$ cat src/rtl/cpu_defs_pkg.sv
// Shared CPU definitions: base opcodes and the immediate-format encoding.
// Used by the imm_decode_stage slice (optional SYSTEM/CSR decode: IMM_DECODE_ZICSR_EN).
package cpu_defs;

  typedef enum logic [2:0] {
    FMT_R    = 3'd0,
    FMT_I    = 3'd1,
    FMT_S    = 3'd2,
    FMT_B    = 3'd3,
    FMT_U    = 3'd4,
    FMT_J    = 3'd5,
    FMT_NONE = 3'd6,
    FMT_CSR  = 3'd7
  } imm_fmt_e;

  localparam logic [6:0] OPCODE_ITYPE  = 7'b0010011;
  localparam logic [6:0] OPCODE_LOAD   = 7'b0000011;
  localparam logic [6:0] OPCODE_JALR   = 7'b1100111;
  localparam logic [6:0] OPCODE_STORE  = 7'b0100011;
  localparam logic [6:0] OPCODE_BTYPE  = 7'b1100011;
  localparam logic [6:0] OPCODE_JAL    = 7'b1101111;
  localparam logic [6:0] OPCODE_LUI    = 7'b0110111;
  localparam logic [6:0] OPCODE_AUIPC  = 7'b0010111;
  localparam logic [6:0] OPCODE_RTYPE  = 7'b0110011;
  localparam logic [6:0] OPCODE_SYSTEM = 7'b1110011;

endpackage

$ cat src/rtl/imm_decode_comb.sv
// Combinational instruction -> {immediate, format, illegal} decoder.
// Defining IMM_DECODE_ZICSR_EN decodes SYSTEM as CSR with a zero-extended zimm.
module imm_decode_comb
  import cpu_defs::*;
#(
  parameter int XLEN = 32
) (
  input  logic [31:0]     instr_i,
  output logic [XLEN-1:0] imm_o,
  output imm_fmt_e        fmt_o,
  output logic            illegal_o
);

  logic signed [31:0] raw;
  logic [6:0]         opcode;

  assign opcode = instr_i[6:0];

  always_comb begin
    raw       = '0;
    fmt_o     = FMT_NONE;
    illegal_o = 1'b0;
    case (opcode)
      OPCODE_ITYPE, OPCODE_LOAD, OPCODE_JALR: begin
        fmt_o = FMT_I;
        raw   = {{20{instr_i[31]}}, instr_i[31:20]};
      end
      OPCODE_STORE: begin
        fmt_o = FMT_S;
        raw   = {{20{instr_i[31]}}, instr_i[31:25], instr_i[11:7]};
      end
      OPCODE_BTYPE: begin
        fmt_o = FMT_B;
        raw   = {{19{instr_i[31]}}, instr_i[31], instr_i[7], instr_i[30:25],
                 instr_i[11:8], 1'b0};
      end
      OPCODE_JAL: begin
        fmt_o = FMT_J;
        raw   = {{11{instr_i[31]}}, instr_i[31], instr_i[19:12], instr_i[20],
                 instr_i[30:21], 1'b0};
      end
      OPCODE_LUI, OPCODE_AUIPC: begin
        fmt_o = FMT_U;
        raw   = {instr_i[31:12], 12'b0};
      end
      OPCODE_RTYPE: begin
        fmt_o = FMT_R;
      end
`ifdef IMM_DECODE_ZICSR_EN
      OPCODE_SYSTEM: begin
        fmt_o = FMT_CSR;
        raw   = {27'b0, instr_i[19:15]};
      end
`endif
      // opcode includes instr[1:0], so a bad compressed-space encoding lands here too
      default: begin
        illegal_o = 1'b1;
      end
    endcase
  end

  // signed size cast: bits above 31 replicate raw[31] on RV64
  assign imm_o = XLEN'(raw);

endmodule

$ cat src/rtl/imm_decode_stage.sv
// Registered immediate-decode stage with valid/ready on both sides and a
// one-entry skid behind the output register. Optional macro: IMM_DECODE_ZICSR_EN.
module imm_decode_stage
  import cpu_defs::*;
#(
  parameter int XLEN = 32,
  parameter int PC_W = 32
) (
  input  logic            clk,
  input  logic            reset,
  input  logic            flush,
  input  logic            in_valid,
  output logic            in_ready,
  input  logic [31:0]     in_instr,
  input  logic [PC_W-1:0] in_pc,
  output logic            out_valid,
  input  logic            out_ready,
  output logic [31:0]     out_instr,
  output logic [PC_W-1:0] out_pc,
  output logic [XLEN-1:0] out_imm,
  output logic [2:0]      out_fmt,
  output logic            out_illegal
);

  logic [XLEN-1:0] dec_imm;
  imm_fmt_e        dec_fmt;
  logic            dec_illegal;

  imm_decode_comb #(.XLEN(XLEN)) u_dec (
    .instr_i   (in_instr),
    .imm_o     (dec_imm),
    .fmt_o     (dec_fmt),
    .illegal_o (dec_illegal)
  );

  logic            out_valid_q, out_valid_d;
  logic [31:0]     out_instr_q, out_instr_d;
  logic [PC_W-1:0] out_pc_q, out_pc_d;
  logic [XLEN-1:0] out_imm_q, out_imm_d;
  imm_fmt_e        out_fmt_q, out_fmt_d;
  logic            out_illegal_q, out_illegal_d;

  logic            skid_valid_q, skid_valid_d;
  logic [31:0]     skid_instr_q, skid_instr_d;
  logic [PC_W-1:0] skid_pc_q, skid_pc_d;
  logic [XLEN-1:0] skid_imm_q, skid_imm_d;
  imm_fmt_e        skid_fmt_q, skid_fmt_d;
  logic            skid_illegal_q, skid_illegal_d;

  logic accept;

  assign in_ready = ~skid_valid_q;
  assign accept   = in_valid & in_ready;

  always_comb begin
    out_valid_d    = out_valid_q;
    out_instr_d    = out_instr_q;
    out_pc_d       = out_pc_q;
    out_imm_d      = out_imm_q;
    out_fmt_d      = out_fmt_q;
    out_illegal_d  = out_illegal_q;
    skid_valid_d   = skid_valid_q;
    skid_instr_d   = skid_instr_q;
    skid_pc_d      = skid_pc_q;
    skid_imm_d     = skid_imm_q;
    skid_fmt_d     = skid_fmt_q;
    skid_illegal_d = skid_illegal_q;

    if (out_valid_q && !out_ready && accept) begin
      skid_valid_d   = 1'b1;
      skid_instr_d   = in_instr;
      skid_pc_d      = in_pc;
      skid_imm_d     = dec_imm;
      skid_fmt_d     = dec_fmt;
      skid_illegal_d = dec_illegal;
    end

    // skid always drains first so ordering is preserved
    if (!out_valid_q || out_ready) begin
      if (skid_valid_q) begin
        out_valid_d   = 1'b1;
        out_instr_d   = skid_instr_q;
        out_pc_d      = skid_pc_q;
        out_imm_d     = skid_imm_q;
        out_fmt_d     = skid_fmt_q;
        out_illegal_d = skid_illegal_q;
        skid_valid_d  = 1'b0;
      end else if (accept) begin
        out_valid_d   = 1'b1;
        out_instr_d   = in_instr;
        out_pc_d      = in_pc;
        out_imm_d     = dec_imm;
        out_fmt_d     = dec_fmt;
        out_illegal_d = dec_illegal;
      end else begin
        out_valid_d   = 1'b0;
      end
    end

    if (flush) begin
      out_valid_d  = 1'b0;
      skid_valid_d = 1'b0;
    end
  end

  always_ff @(posedge clk) begin
    if (reset) begin
      out_valid_q    <= 1'b0;
      out_instr_q    <= '0;
      out_pc_q       <= '0;
      out_imm_q      <= '0;
      out_fmt_q      <= FMT_NONE;
      out_illegal_q  <= 1'b0;
      skid_valid_q   <= 1'b0;
      skid_instr_q   <= '0;
      skid_pc_q      <= '0;
      skid_imm_q     <= '0;
      skid_fmt_q     <= FMT_NONE;
      skid_illegal_q <= 1'b0;
    end else begin
      out_valid_q    <= out_valid_d;
      out_instr_q    <= out_instr_d;
      out_pc_q       <= out_pc_d;
      out_imm_q      <= out_imm_d;
      out_fmt_q      <= out_fmt_d;
      out_illegal_q  <= out_illegal_d;
      skid_valid_q   <= skid_valid_d;
      skid_instr_q   <= skid_instr_d;
      skid_pc_q      <= skid_pc_d;
      skid_imm_q     <= skid_imm_d;
      skid_fmt_q     <= skid_fmt_d;
      skid_illegal_q <= skid_illegal_d;
    end
  end

  assign out_valid   = out_valid_q;
  assign out_instr   = out_instr_q;
  assign out_pc      = out_pc_q;
  assign out_imm     = out_imm_q;
  assign out_fmt     = out_fmt_q;
  assign out_illegal = out_illegal_q;

endmodule

$ cat config.mk
export PLATFORM = sky130hd
export DESIGN_NAME = imm_decode_stage
export DESIGN_NICKNAME = d
export VERILOG_FILES = /design/src/rtl/cpu_defs_pkg.sv /design/src/rtl/imm_decode_comb.sv /design/src/rtl/imm_decode_stage.sv
export SDC_FILE = /design/constraint.sdc
export NUM_CORES = 1
export LEC_CHECK = 0
export CAP_MARGIN = 20
export CORE_MARGIN = 2
export CORE_UTILIZATION = 52
export CTS_CLUSTER_SIZE = 30
export DETAILED_ROUTE_END_ITERATION = 10
export HOLD_SLACK_MARGIN = 0.12
export MAX_ROUTING_LAYER = met4
export PLACE_DENSITY = 0.81
export SLEW_MARGIN = 20
export SYNTH_ARGS = -nofsm -noshare
export SYNTH_HDL_FRONTEND = slang
export SYNTH_HIERARCHICAL = 1
export SYNTH_SLANG_ARGS = --single-unit
export TNS_END_PERCENT = 20
$ cat constraint.sdc
create_clock -name clk -period 2.6 [get_ports clk]
set_input_delay 0.78 -clock clk [delete_from_list [all_inputs] [get_ports clk]]
set_output_delay 0.78 -clock clk [all_outputs]
set_load 0.005 [all_outputs]
**Word level (Yosys, flattened, before mapping)**

Index checks and enable logic that the tools add are counted.

- Register bits: 202
- Bits in latches: 0
- Memory bits (writable): 0
- Memory bits (read-only): 0
- Output and inout port bits: 102
- Memories: 0

- $add $sub $neg: 0
- $mul: 0
- Div/mod/pow operators: 0
- Order comparisons: 0
- Equal/unequal tests: 9
- Shifts and indexed selects: 0
- Multiplexer cells: 18
- Bitwise gates (word level): 2
- Reductions and logical operators: 11

Operators with widths:

| cell | count |
|---|---|
| 32-bit two-way mux | 6 |
| 32-bit one-hot mux with 5 select lines | 1 |
| 7-bit by 6-bit == test with 1-bit output (second input constant) | 3 |
| 7-bit == test (second input constant) | 3 |
| 3-bit one-hot mux with 6 select lines | 1 |
| 7-bit by 5-bit == test with 1-bit output (second input constant) | 2 |
| 9-bit OR reduction | 1 |
| 1-bit two-way mux | 8 |
| 7-bit by 2-bit == test with 1-bit output (second input constant) | 1 |
| 3-bit two-way mux | 2 |
| 2-bit OR reduction | 2 |
| 3-bit OR reduction | 1 |
| 1-bit logical AND | 2 |
| 1-bit logical NOT | 2 |
| 2-bit AND reduction | 1 |
| 2-bit nonzero test | 1 |
| 1-bit bitwise AND | 1 |
| 1-bit logical OR | 1 |
| 1-bit inverter | 1 |

**Logic depth before layout (Yosys ltp)**

- Depth in word-level cells: 6
- Mapped depth: 7
- Mapped depth without buffers: 6

**Modules after synthesis**

Netlist, hierarchy kept.

Modules (own cells, without submodules):

| module | instances | cells an instance | area an instance (um^2) | seq. area each (um^2) |
|---|---|---|---|---|
| imm_decode_stage | 1 | 901 | 8,164.1 | 4,043.9 |
| imm_decode_comb | 1 | 93 | 604.3 | 0.0 |

**Least setup slack after synthesis**

Ideal clock, no wire load.

- Kind: input to register
- Start: in in_instr[3]
- End: reg out_imm_q[1] (netlist: out_imm[1])
- Setup time: 86 ps
- Arrival time: 2,013 ps
- Required time: 2,514 ps
- Slack: 502 ps
- Stages on the path: 6
- Path buffers: 1
- Path through: buf_2 > or4_4 > a21oi_4 > a22o_1 > mux2i_1 > a211oi_1

- Cells in the longest elaborated chain, start to end: 5
- Elaborated cells between the ends (all ways): 13
- Classes of those cells: eq/ne (8); mux (3); reduce/logical (2)

Ends and longest elaborated chain:

| what | line | text |
|---|---|---|
| start, declared | imm_decode_stage.sv:14 | `input logic [31:0] in_instr,` |
| 7-bit by 5-bit == test with 1-bit output, or another cell as far along | imm_decode_comb.sv:23 | `case (opcode)` |
| 3-bit OR reduction / 2-bit OR reduction (equally long branches) | -- |  |
| 32-bit one-hot mux with 5 select lines (*) | imm_decode_comb.sv:23 |  |
| net dec_imm[1] | imm_decode_stage.sv:25 | `logic [XLEN-1:0] dec_imm;` |
| 32-bit two-way mux (*) | imm_decode_stage.sv:88 | `end else if (accept) begin` |
| 32-bit two-way mux (*) | imm_decode_stage.sv:80 | `if (skid_valid_q) begin` |
| end signal, assigned | imm_decode_stage.sv:124 | `out_imm_q <= out_imm_d;` |
| end, declared | imm_decode_stage.sv:39 | `logic [XLEN-1:0] out_imm_q, out_imm_d;` |

Mark *: on every way through the listed nets, which the timed path passes. The rest lies on a longest branch. The select of a mux whose other input is x is not followed.
A chain may end at the register's enable or synchronous reset.

**Worst setup path in the final report**

- Start: in in_instr[6]
- End: reg out_fmt_q[1] (netlist: out_fmt[1])

- Cells in the longest elaborated chain, start to end: 5
- Elaborated cells between the ends (all ways): 14
- Classes of those cells: eq/ne (9); mux (3); reduce/logical (2)

Ends and longest elaborated chain:

| what | line | text |
|---|---|---|
| 7-bit by 5-bit == test with 1-bit output, or another cell as far along | imm_decode_comb.sv:23 |  |
| 3-bit OR reduction / 2-bit OR reduction (equally long branches) | -- |  |
| 3-bit one-hot mux with 6 select lines (*) | imm_decode_comb.sv:23 |  |
| net dec_fmt[1] | imm_decode_stage.sv:26 | `imm_fmt_e dec_fmt;` |
| 3-bit two-way mux (*) | imm_decode_stage.sv:88 |  |
| 3-bit two-way mux (*) | imm_decode_stage.sv:80 |  |
| end signal, assigned | imm_decode_stage.sv:125 | `out_fmt_q <= out_fmt_d;` |
| end, declared | imm_decode_stage.sv:40 | `imm_fmt_e out_fmt_q, out_fmt_d;` |

Marks and branches as above.

==> results.md <==
* Avg Cell Area, Syn at ~9 sq um
* Dpl hpwl at 14.9 mm
* Fillers at 1292
* Initial DRT Pass Iterations at 5
* Period utilisation layout at 90.1%
* Seq/Total Area, Yosys at 46.1%
* Slew margin rel. at 62.5%
* Routed via count at 7813
* Tmin final at 2340 ps
* Synthesis-to-finish area growth at 31.1%
* Final setup margin at 257 ps
* Max Cap Viol at 0
* Core area at 0.0165 sq mm
* CTS tree: built
* Tot Pwr at between 7 and 8 mW
* Pin count of the biggest net entering global routing at 83
* Critical path class: in -> reg
* Type of the most critical hold path: reg -> reg
* ANT nets after route at 0
* Fin. Hold Viols at 0
* Syn nets at approximately 1100
* DRC errors left at 0
* Commonest non-fill, non-tap cell in the layout: nand2_1
* Ys async rst share at 0%
* Highest clock rate at 427 MHz
* Vias per cell at 5.69
* Yosys warning total at 6
* Root Driver: clkbuf_16
* H-tree Lvls at 1
* Syn Inst Count at approximately 990
* FF-to-FF Start: skid_valid_q$_SDFF_PP0_
* Die area at 0.0179 sq mm
* Chip Width at 134 um
* Max VDD drop at 480 uV
* Die H at 134 um
* Starting Density at 53.1%
* Antenna violations before repair at 1
* Initial DRC count at 541
* Crit path launch: in_instr[6]
* Main flop type after synthesis: dfxtp_1
* Setup bufs post-CTS at 0
* Clock skew at about 15 ps
* Final wirelength at around 24 mm
* Layout cells sized above 1 at 9.82%
* Wire per inst at between 15 and 20 um
* CP required at 2970 ps
* First-pass GRT wire length at between 30 and 40 mm
* Vias in the first global route at 7444
* TritonCTS buffer count at 21
* GP Congestion at 0.803
* Cts hold-fix bufs at 0
* CP startpoint kind: input port
* Clk_lat worst skew at around 490 ps
* Area of the multi-input gates at 0.00424 sq mm
* Slew of the pin with the lowest slew margin at 562 ps
* Sequential Area at 0.00405 sq mm
* PD cells at 615 mW/mm^2
* GRT Total Usage at 26.9%
* Sink Count at 202
* Fin Setup TNS at 0 ps
* Number of synthesized register bits at 202
* Clock Path Buffers at 3
* Hold_sp: skid_imm_q[11]$_SDFFE_PP0P_
* Status: complete, no violations
* Most frequent cells in the layout: nand2_1 (203), dfxtp_1 (201), a21oi_1 (186)
* Number of synthesized flops with an enable pin at 0
* Io pins at 171
* Gr ovfl total at 0
* Setup-failing EPs final at 0
* Distinct cells, synth at between 40 and 50
* Final Max Tran Viols at 0
* Reg clk slew, reported paths at ~60 ps
* # nets final at 1208
* Port-buffer cells at 170
* # rows at 47
* Post-cts resize count at 0
* Max Fanout on Critical Path at 8
* RSZ-0062 raised after global routing: false
* Worst slack at placement at -148 ps
* Synth Cell Area at 0.00877 sq mm
* WP data arrival at between 2000 and 3000 ps
* Kind of end point of the critical path: flip-flop
* Static Leak at 3.80 nW
[through the flow]
stage               area [sq um]  hold slack (ps)  cells  util, %
floorplan                   8770              436    994        -
global placement           10800              440   1336     65.5
detailed placement         10800              446   1336     65.5
CTS                        11500              454   1371     69.6
global route               11500              467   1372     69.6
finish                     11500              453   1372     69.6
[power breakdown]
part	total, mW	switching [mW]	internal [mW]
registers	3.30	0.0810	3.22
logic	0.871	0.407	0.464
clock network	2.89	1.18	1.71
total	7.07	1.67	5.40
[path summary, 6_finish.rpt]
kind,end,slack (ps),cells after the start
hold / removal,skid_imm_q[11]$_SDFFE_PP0P_,450,2
setup reg to reg,out_pc[8]$_SDFFE_PP0P_,680,4
hold reg to reg,skid_imm_q[11]$_SDFFE_PP0P_,450,2
setup / recovery,out_fmt[1]$_SDFFE_PP1P_,260,9
[cell usage after synthesis, types with 2 or more instances]
master | instances | area (sq um)
clkbuf_4 | 6 | 45.0
a21oi_1 | 186 | 931
a211oi_1 | 90 | 676
o211ai_1 | 9 | 67.6
nor2b_1 | 9 | 56.3
nand3_1 | 13 | 65.1
o21ai_1 | 12 | 60.1
clkbuf_1 | 39 | 146
buf_4 | 5 | 37.5
buf_1 | 4 | 15.0
and2_1 | 2 | 12.5
a211oi_2 | 10 | 125
nand3b_1 | 4 | 30.0
and4b_1 | 2 | 20.0
a22o_1 | 4 | 35.0
nand2_1 | 203 | 762
nand4b_1 | 2 | 17.5
nor3b_1 | 2 | 15.0
a21oi_2 | 10 | 87.6
buf_6 | 5 | 56.3
buf_2 | 37 | 185
a211o_1 | 2 | 17.5
nor3_1 | 2 | 10.0
inv_1 | 11 | 41.3
mux2i_1 | 100 | 1000
and3_1 | 2 | 12.5
nand2b_1 | 3 | 18.8
dfxtp_1 | 202 | 4040
[per-layer routing]
metal	track usage (%)	vias up	wire length (um)
li1	-	3820	-
met1	36.1	3705	10500
met2	42.1	259	11200
met3	4.69	29	1530
met4	7.03	0	457
met5	-	-	0
[worst max-delay path: stages]
cell             delay [ps]
clkdlybuf4s50_1         640
buf_4                   190
nand3b_1                100
o32ai_1                 150
buf_4                   180
nand3b_1                140
mux2i_1                 180
nor3_1                   70
a211o_1                 280
[area by class of cell]
| class | instances | area share (%) |
|---|---|---|
| well taps | 220 | 2.39 |
| flip-flops and latches | 202 | 35.2 |
| multi-input cells | 685 | 36.9 |
| inverters | 11 | 0.359 |
| repair buffers | 218 | 19.4 |
| clock inverters | 3 | 0.163 |
| diodes | 1 | 0.0218 |
| clock buffers | 32 | 5.64 |
[registers in the layout (all words and copies together), names as in the netlist]
register / count
skid_illegal_q: 1
skid_instr_q: 32
out_instr: 32
skid_fmt_q: 3
out_imm: 32
out_valid: 1
skid_valid_q: 1
out_illegal: 1
out_fmt: 3
skid_imm_q: 32
out_pc: 32
skid_pc_q: 32
[cells by family (layout without fill, tap and decap cells)]
kind of cell	count (synthesis)	count (layout)	synth area share (%)
AND/OR/NAND/NOR	255	255	12.7
other	0	1	0
buffers and inverters	107	264	6.01
multiplexers	100	100	11.4
AO/OA/AOI/OAI	330	330	23.7
flip-flops	202	202	46.1
Note: power is estimated with default switching activity, not from simulation.
